File: src/rtl/led_pattern_gen.sv
// Multi-channel LED pattern generator: a shared prescaler produces a base tick,
// and each channel runs its own OFF/ON/BLINK/ONESHOT/FOLLOW pattern counted in ticks.
module led_pattern_gen #(
    parameter int NCH      = 4,
    parameter int TICK_DIV = 100000,
    parameter int CNT_W    = 16,
    localparam int CH_W    = (NCH > 1) ? $clog2(NCH) : 1
) (
    input  logic             sys_clk,
    input  logic             sys_rst_n,
    input  logic             cfg_we,
    input  logic [CH_W-1:0]  cfg_ch,
    input  logic [2:0]       cfg_mode,
    input  logic [CNT_W-1:0] cfg_period,
    input  logic [CNT_W-1:0] cfg_duty,
    input  logic             sync_clr,
    input  logic [NCH-1:0]   src_in,
    output logic             tick_o,
    output logic [NCH-1:0]   led_out
);

    localparam int DIV_W = $clog2(TICK_DIV);

    localparam logic [2:0] MODE_OFF     = 3'd0;
    localparam logic [2:0] MODE_ON      = 3'd1;
    localparam logic [2:0] MODE_BLINK   = 3'd2;
    localparam logic [2:0] MODE_ONESHOT = 3'd3;
    localparam logic [2:0] MODE_FOLLOW  = 3'd4;

    logic [DIV_W-1:0] presc;
    logic [2:0]       mode   [NCH];
    logic [CNT_W-1:0] period [NCH];
    logic [CNT_W-1:0] duty   [NCH];
    logic [CNT_W-1:0] phase  [NCH];
    logic [NCH-1:0]   armed;
    logic [NCH-1:0]   src_meta;
    logic [NCH-1:0]   src_sync;
    logic [NCH-1:0]   wr_sel;
    logic [NCH-1:0]   phase_wrap;
    logic [NCH-1:0]   armed_clr;
    logic [NCH-1:0]   led_next;

    // tick_o is registered so it is high exactly while presc sits at TICK_DIV-1
    always_ff @(posedge sys_clk or negedge sys_rst_n) begin
        if (!sys_rst_n) begin
            presc  <= '0;
            tick_o <= 1'b0;
        end else if (sync_clr || presc == DIV_W'(TICK_DIV - 1)) begin
            presc  <= '0;
            tick_o <= 1'b0;
        end else begin
            presc  <= presc + DIV_W'(1);
            tick_o <= (presc == DIV_W'(TICK_DIV - 2));
        end
    end

    always_comb begin
        wr_sel     = '0;
        phase_wrap = '0;
        armed_clr  = '0;
        led_next   = '0;
        for (int i = 0; i < NCH; i++) begin
            wr_sel[i]     = cfg_we && (cfg_ch == CH_W'(i));
            phase_wrap[i] = (period[i] <= CNT_W'(1)) || (phase[i] >= period[i] - CNT_W'(1));
            armed_clr[i]  = (duty[i] == '0) || (tick_o && phase[i] == duty[i] - CNT_W'(1));
            case (mode[i])
                MODE_ON:      led_next[i] = 1'b1;
                MODE_BLINK:   led_next[i] = (period[i] != '0) && (phase[i] < duty[i]);
                MODE_ONESHOT: led_next[i] = armed[i] && (duty[i] != '0);
                MODE_FOLLOW:  led_next[i] = src_sync[i];
                default:      led_next[i] = 1'b0;
            endcase
        end
    end

    // A write owns its channel for that edge; otherwise sync_clr beats the tick advance
    always_ff @(posedge sys_clk or negedge sys_rst_n) begin
        if (!sys_rst_n) begin
            for (int i = 0; i < NCH; i++) begin
                mode[i]   <= MODE_OFF;
                period[i] <= '0;
                duty[i]   <= '0;
                phase[i]  <= '0;
            end
            armed <= '0;
        end else begin
            for (int i = 0; i < NCH; i++) begin
                if (wr_sel[i]) begin
                    mode[i]   <= cfg_mode;
                    period[i] <= cfg_period;
                    duty[i]   <= cfg_duty;
                    phase[i]  <= '0;
                    armed[i]  <= (cfg_mode == MODE_ONESHOT);
                end else begin
                    if (sync_clr) begin
                        phase[i] <= '0;
                    end else if (tick_o) begin
                        phase[i] <= phase_wrap[i] ? '0 : phase[i] + CNT_W'(1);
                    end
                    if (armed_clr[i]) begin
                        armed[i] <= 1'b0;
                    end
                end
            end
        end
    end

    always_ff @(posedge sys_clk or negedge sys_rst_n) begin
        if (!sys_rst_n) begin
            src_meta <= '0;
            src_sync <= '0;
            led_out  <= '0;
        end else begin
            src_meta <= src_in;
            src_sync <= src_meta;
            led_out  <= led_next;
        end
    end

endmodule

File: config.mk
export PLATFORM = sky130hd
export DESIGN_NAME = led_pattern_gen
export DESIGN_NICKNAME = d
export VERILOG_FILES = /design/src/rtl/led_pattern_gen.sv
export SDC_FILE = /design/constraint.sdc
export NUM_CORES = 1
export LEC_CHECK = 0
export ABC_AREA = 0
export CAP_MARGIN = 20
export CORE_ASPECT_RATIO = 0.9
export CORE_UTILIZATION = 63
export CTS_CLUSTER_SIZE = 25
export DETAILED_ROUTE_END_ITERATION = 16
export HOLD_SLACK_MARGIN = 0.06
export PLACE_DENSITY = 0.85
export SYNTH_ARGS = -nofsm -noshare
export SYNTH_HDL_FRONTEND = slang
export SYNTH_SLANG_ARGS = --single-unit
File: constraint.sdc
create_clock -name sys_clk -period 4 [get_ports sys_clk]
set_clock_uncertainty 0.05 [all_clocks]
set_input_delay 0.4 -clock sys_clk [delete_from_list [all_inputs] [get_ports sys_clk]]
set_output_delay 0.4 -clock sys_clk [all_outputs]
set_load 0.03 [all_outputs]
==> summary.md <==
| Metric | Value |
|---|---|
| Status | `finished, final reports clean` |
| Share of the synthesized area in the top cell type | `0.370` |
| Tot GR Track Use | `0.333` |
| Drt wl/cell | `approximately 20 um` |
| Top_reg_cell synth | `dfrtp_1` |
| Largest net degree at the start of global routing | `between 100 and 150` |
| Clock buffer depth | `3` |
| Hold Crit Start | `src_in[1]` |
| Via count | `13541` |
| Top-count cell post-synth | `dfrtp_1` |
| DR vias/cell | `6.42` |
| TritonCTS clock tree | `built` |
| Most Frequent Cell on Critical Path | `buf_4` |
| Dpl hpwl | `a little over 30000 um` |
| Worst R2R Setup Slack | `between 0.15 and 0.2 ns` |
| Synthesized area | `16100 um^2` |
| Fin crit share | `0.951` |
| Worst-Skew Late Latency | `between 0.5 and 0.6 ns` |
| Cells after DPL | `around 2000` |
| Avg Inst Size Synth | `~9.5 um^2` |
| Layout cells sized above 1 | `0.110` |
| Final Hold Fails | `0` |
| Critical Path RT | `approximately 4.4 ns` |
| Period minus WS final | `around 3.8 ns` |
| Final Non-Filler Cells | `between 2000 and 2500` |
| Wire length on met3 | `approximately 3200 um` |
| Residual DRC | `0` |
| Nets | `1942` |
| Hold endpoint | `src_meta[1]$_DFF_PN0_` |
| R2R Path End | `phase[14]$_DFFE_PN0P_` |
| I/O Pins | `50` |
| Die ar. | `26200 um^2` |
| Fillers | `1738` |
| Critical-path maximum fanout | `5` |
| Register area share after synthesis | `0.370` |
| Post-synthesis async set-or-reset flop share | `1.00` |
| Syn Inst Count | `about 1700` |
| Area of the core region | `around 25000 um^2` |
| CP Class | `reg2reg` |
| Number of buffers created by CTS | `26` |
| 1st-iter DRT viols | `1030` |
| Cell variety after synth | `81` |
| Critical path launch point type | `flop` |
| Max IR drop VDD | `roughly 0.36 mV` |
| Global-route wire length before repair | `~70000 um` |
| Vias in the first global route | `roughly 13000` |
| Metal2 WL | `19600 um` |
| Clock Sinks | `about 240` |
| Worst-margin pin slew | `around 0.9 ns` |
| Worst path top cell family by delay | `simple AND/OR/NAND/NOR gates` |
| Final setup viols | `0` |
| Min Hold Slack | `about 0.25 ns` |
| H-tree depth | `1` |
| Final WL | `roughly 43000 um` |
| FF-to-FF Start | `period[2]$_DFFE_PN0P_` |
| WP data arrival | `between 4 and 5 ns` |
| Die X | `approximately 170 um` |
| Max Slew Vio Count | `0` |
| P&R area growth vs syn | `11.6%` |
| Mapped Nets | `around 1900` |
| Initial antenna violation count | `0` |
| PortBufs | `49` |
| Routability cong. | `a little over 0.9` |
| Worst Path Buf+Inv | `3` |
| Synth top area cells | `dfrtp_1 (37%), ha_1 (11%), mux2_2 (6.6%)` |
| Top cell type by total area after synthesis | `dfrtp_1` |
| # rows | `55` |
| Total chip power | `about 0.0072 W` |
| Slew HR | `0.396` |
| CTS clk-pin slew, worst paths | `approximately 0.060 ns` |
| Synthesized flop and latch total | `between 200 and 250` |
| Critical Path Slowest Stage Cell | `or4_4` |
| Critical Path Sink Type | `flop` |
| ANT nets after route | `0` |
| Max cap viols | `0` |
| Initial core utilization | `0.641` |
| Grt ovf | `0` |
| Die Y | `154 um` |
| Worst Hold Path Cells | `1` |
| Post-synth EDFFs | `0` |
| Yosys warning count | `0` |
| Slowest stage delay, CP | `~0.57 ns` |
| CP cell instances | `or4_4 > nor4_2 > buf_4 > inv_2 > or4_1 > xor2_1 > ha_1 > nand4_1 > nor2_1 > and3_2 > a21oi_4 > buf_4 > a221o_1` |
| Max Freq | `approximately 0.26 GHz` |
| Pleak | `8.03 nW` |
| Highest Signal Layer | `met4` |
| Met1 WL | `18300 um` |
| R2R depth | `13` |
| Clk root buf | `clkbuf_16` |
| Synth top cells by count | `dfrtp_1 (238), nand2_1 (150), ha_1 (146)` |
| Drt pass-1 iters | `5` |
| Min-delay worst type | `in2reg` |
| PD cells | `between 300 and 400 nW/um^2` |
## kinds of logic after synthesis
logic type	after synthesis	synth area share
XOR/XNOR	146	0.0794
buffers and inverters	151	0.0358
AO/OA/AOI/OAI	336	0.138
AND/OR/NAND/NOR	571	0.183
multiplexers	116	0.0812
flip-flops	238	0.370
adder cells (fa/ha/maj)	146	0.113
## through the flow
step                      utilization  area (um^2)  setup slack (ns)   TNS, ns
after floorplan                     -        16100             0.311         0
after global placement          0.677        17000             0.251         0
after detailed placement        0.677        17000            0.0746         0
after CTS                       0.712        17900            0.0152         0
after global routing            0.716        18000          -0.00484  -0.00831
final                           0.716        18000             0.196         0
## worst max-delay path by stage
stage / startpoint / endpoint / slack, ns / cells past startpoint
floorplan: period[18]$_DFFE_PN0P_ / phase[22]$_DFFE_PN0P_ / 0.31 / 14
global placement: period[3]$_DFFE_PN0P_ / phase[5]$_DFFE_PN0P_ / 0.25 / 13
detailed placement: period[18]$_DFFE_PN0P_ / phase[25]$_DFFE_PN0P_ / 0.07 / 13
CTS: period[2]$_DFFE_PN0P_ / phase[14]$_DFFE_PN0P_ / 0.02 / 12
global route: period[18]$_DFFE_PN0P_ / phase[25]$_DFFE_PN0P_ / -0.005 / 13
finish: period[2]$_DFFE_PN0P_ / phase[14]$_DFFE_PN0P_ / 0.20 / 13
## cells in the final DEF, fill, tap and decap left out, types with 11 or more instances in the layout
| cell | synthesis | routed |
|---|---|---|
| and3_1 | 35 | 34 |
| xor2_1 | 44 | 44 |
| mux2_1 | 12 | 12 |
| nor2b_1 | 18 | 18 |
| o21ai_0 | 73 | 73 |
| a21o_1 | 38 | 38 |
| nand2_1 | 150 | 150 |
| nor4_1 | 32 | 30 |
| a221o_1 | 18 | 18 |
| mux2_2 | 95 | 95 |
| a211oi_1 | 11 | 11 |
| nand3_1 | 53 | 53 |
| ha_1 | 146 | 146 |
| a22o_1 | 13 | 13 |
| nor3_1 | 43 | 41 |
| nand4_1 | 35 | 35 |
| buf_4 | 0 | 22 |
| or3_1 | 20 | 20 |
| clkbuf_16 | 0 | 27 |
| clkdlybuf4s50_1 | 0 | 48 |
| a21oi_1 | 72 | 72 |
| nand2b_1 | 14 | 14 |
| xnor2_1 | 102 | 102 |
| a31oi_1 | 22 | 22 |
| nor2_1 | 105 | 105 |
| dfrtp_1 | 238 | 238 |
| o21ai_1 | 24 | 24 |
| inv_1 | 91 | 91 |
## registers in the layout (all words and copies together) (netlist names), 4 cells and up
signal,count
presc,17
armed,4
src_sync,4
mode,12
phase,64
duty,64
led_out,4
period,64
src_meta,4
## power breakdown
part / leakage (nW) / switching (W) / total, W / internal (W)
Sequential: 3.01 / 0.000387 / 0.00308 / 0.00269
Combinational: 4.60 / 0.000859 / 0.00161 / 0.000755
Clock: 0.423 / 0.00101 / 0.00247 / 0.00146
## worst reg2reg max path, cell delays in order, from the launching register on
cell and delay, ns:
dfrtp_1 0.43, or4_4 0.57, nor4_2 0.17, buf_4 0.17, inv_2 0.04, or4_1 0.50, xor2_1 0.18, ha_1 0.30
nand4_1 0.15, nor2_1 0.20, and3_2 0.34, a21oi_4 0.10, buf_4 0.17, a221o_1 0.31
## per-layer routing
| layer | GRT usage | vias up |
|---|---|---|
| li1 | - | 6287 |
| met1 | 0.450 | 6597 |
| met2 | 0.528 | 529 |
| met3 | 0.0541 | 128 |
| met4 | 0.148 | 0 |
| met5 | 0 | - |
## cell type report
class	count	area (um^2)	area share
multi-input combinational	1317	9660	0.537
sequential	238	5960	0.331
clock buffer	32	724	0.0403
timing repair buffer	75	722	0.0402
tap	342	428	0.0238
inverter	93	349	0.0194
clock inverter	11	135	0.00752
antenna	1	2.50	0.000139
## timing repair
action / 4_1_cts / 5_1_grt
endpoints found under the hold margin: 104 / 0
endpoints found under the setup margin: 12 / 34
resized for setup: 0 / 8
setup buffers: 0 / 2
cloned: 1 / 1
hold buffers: 1 / 0
Power figures use the tool's default switching activity.
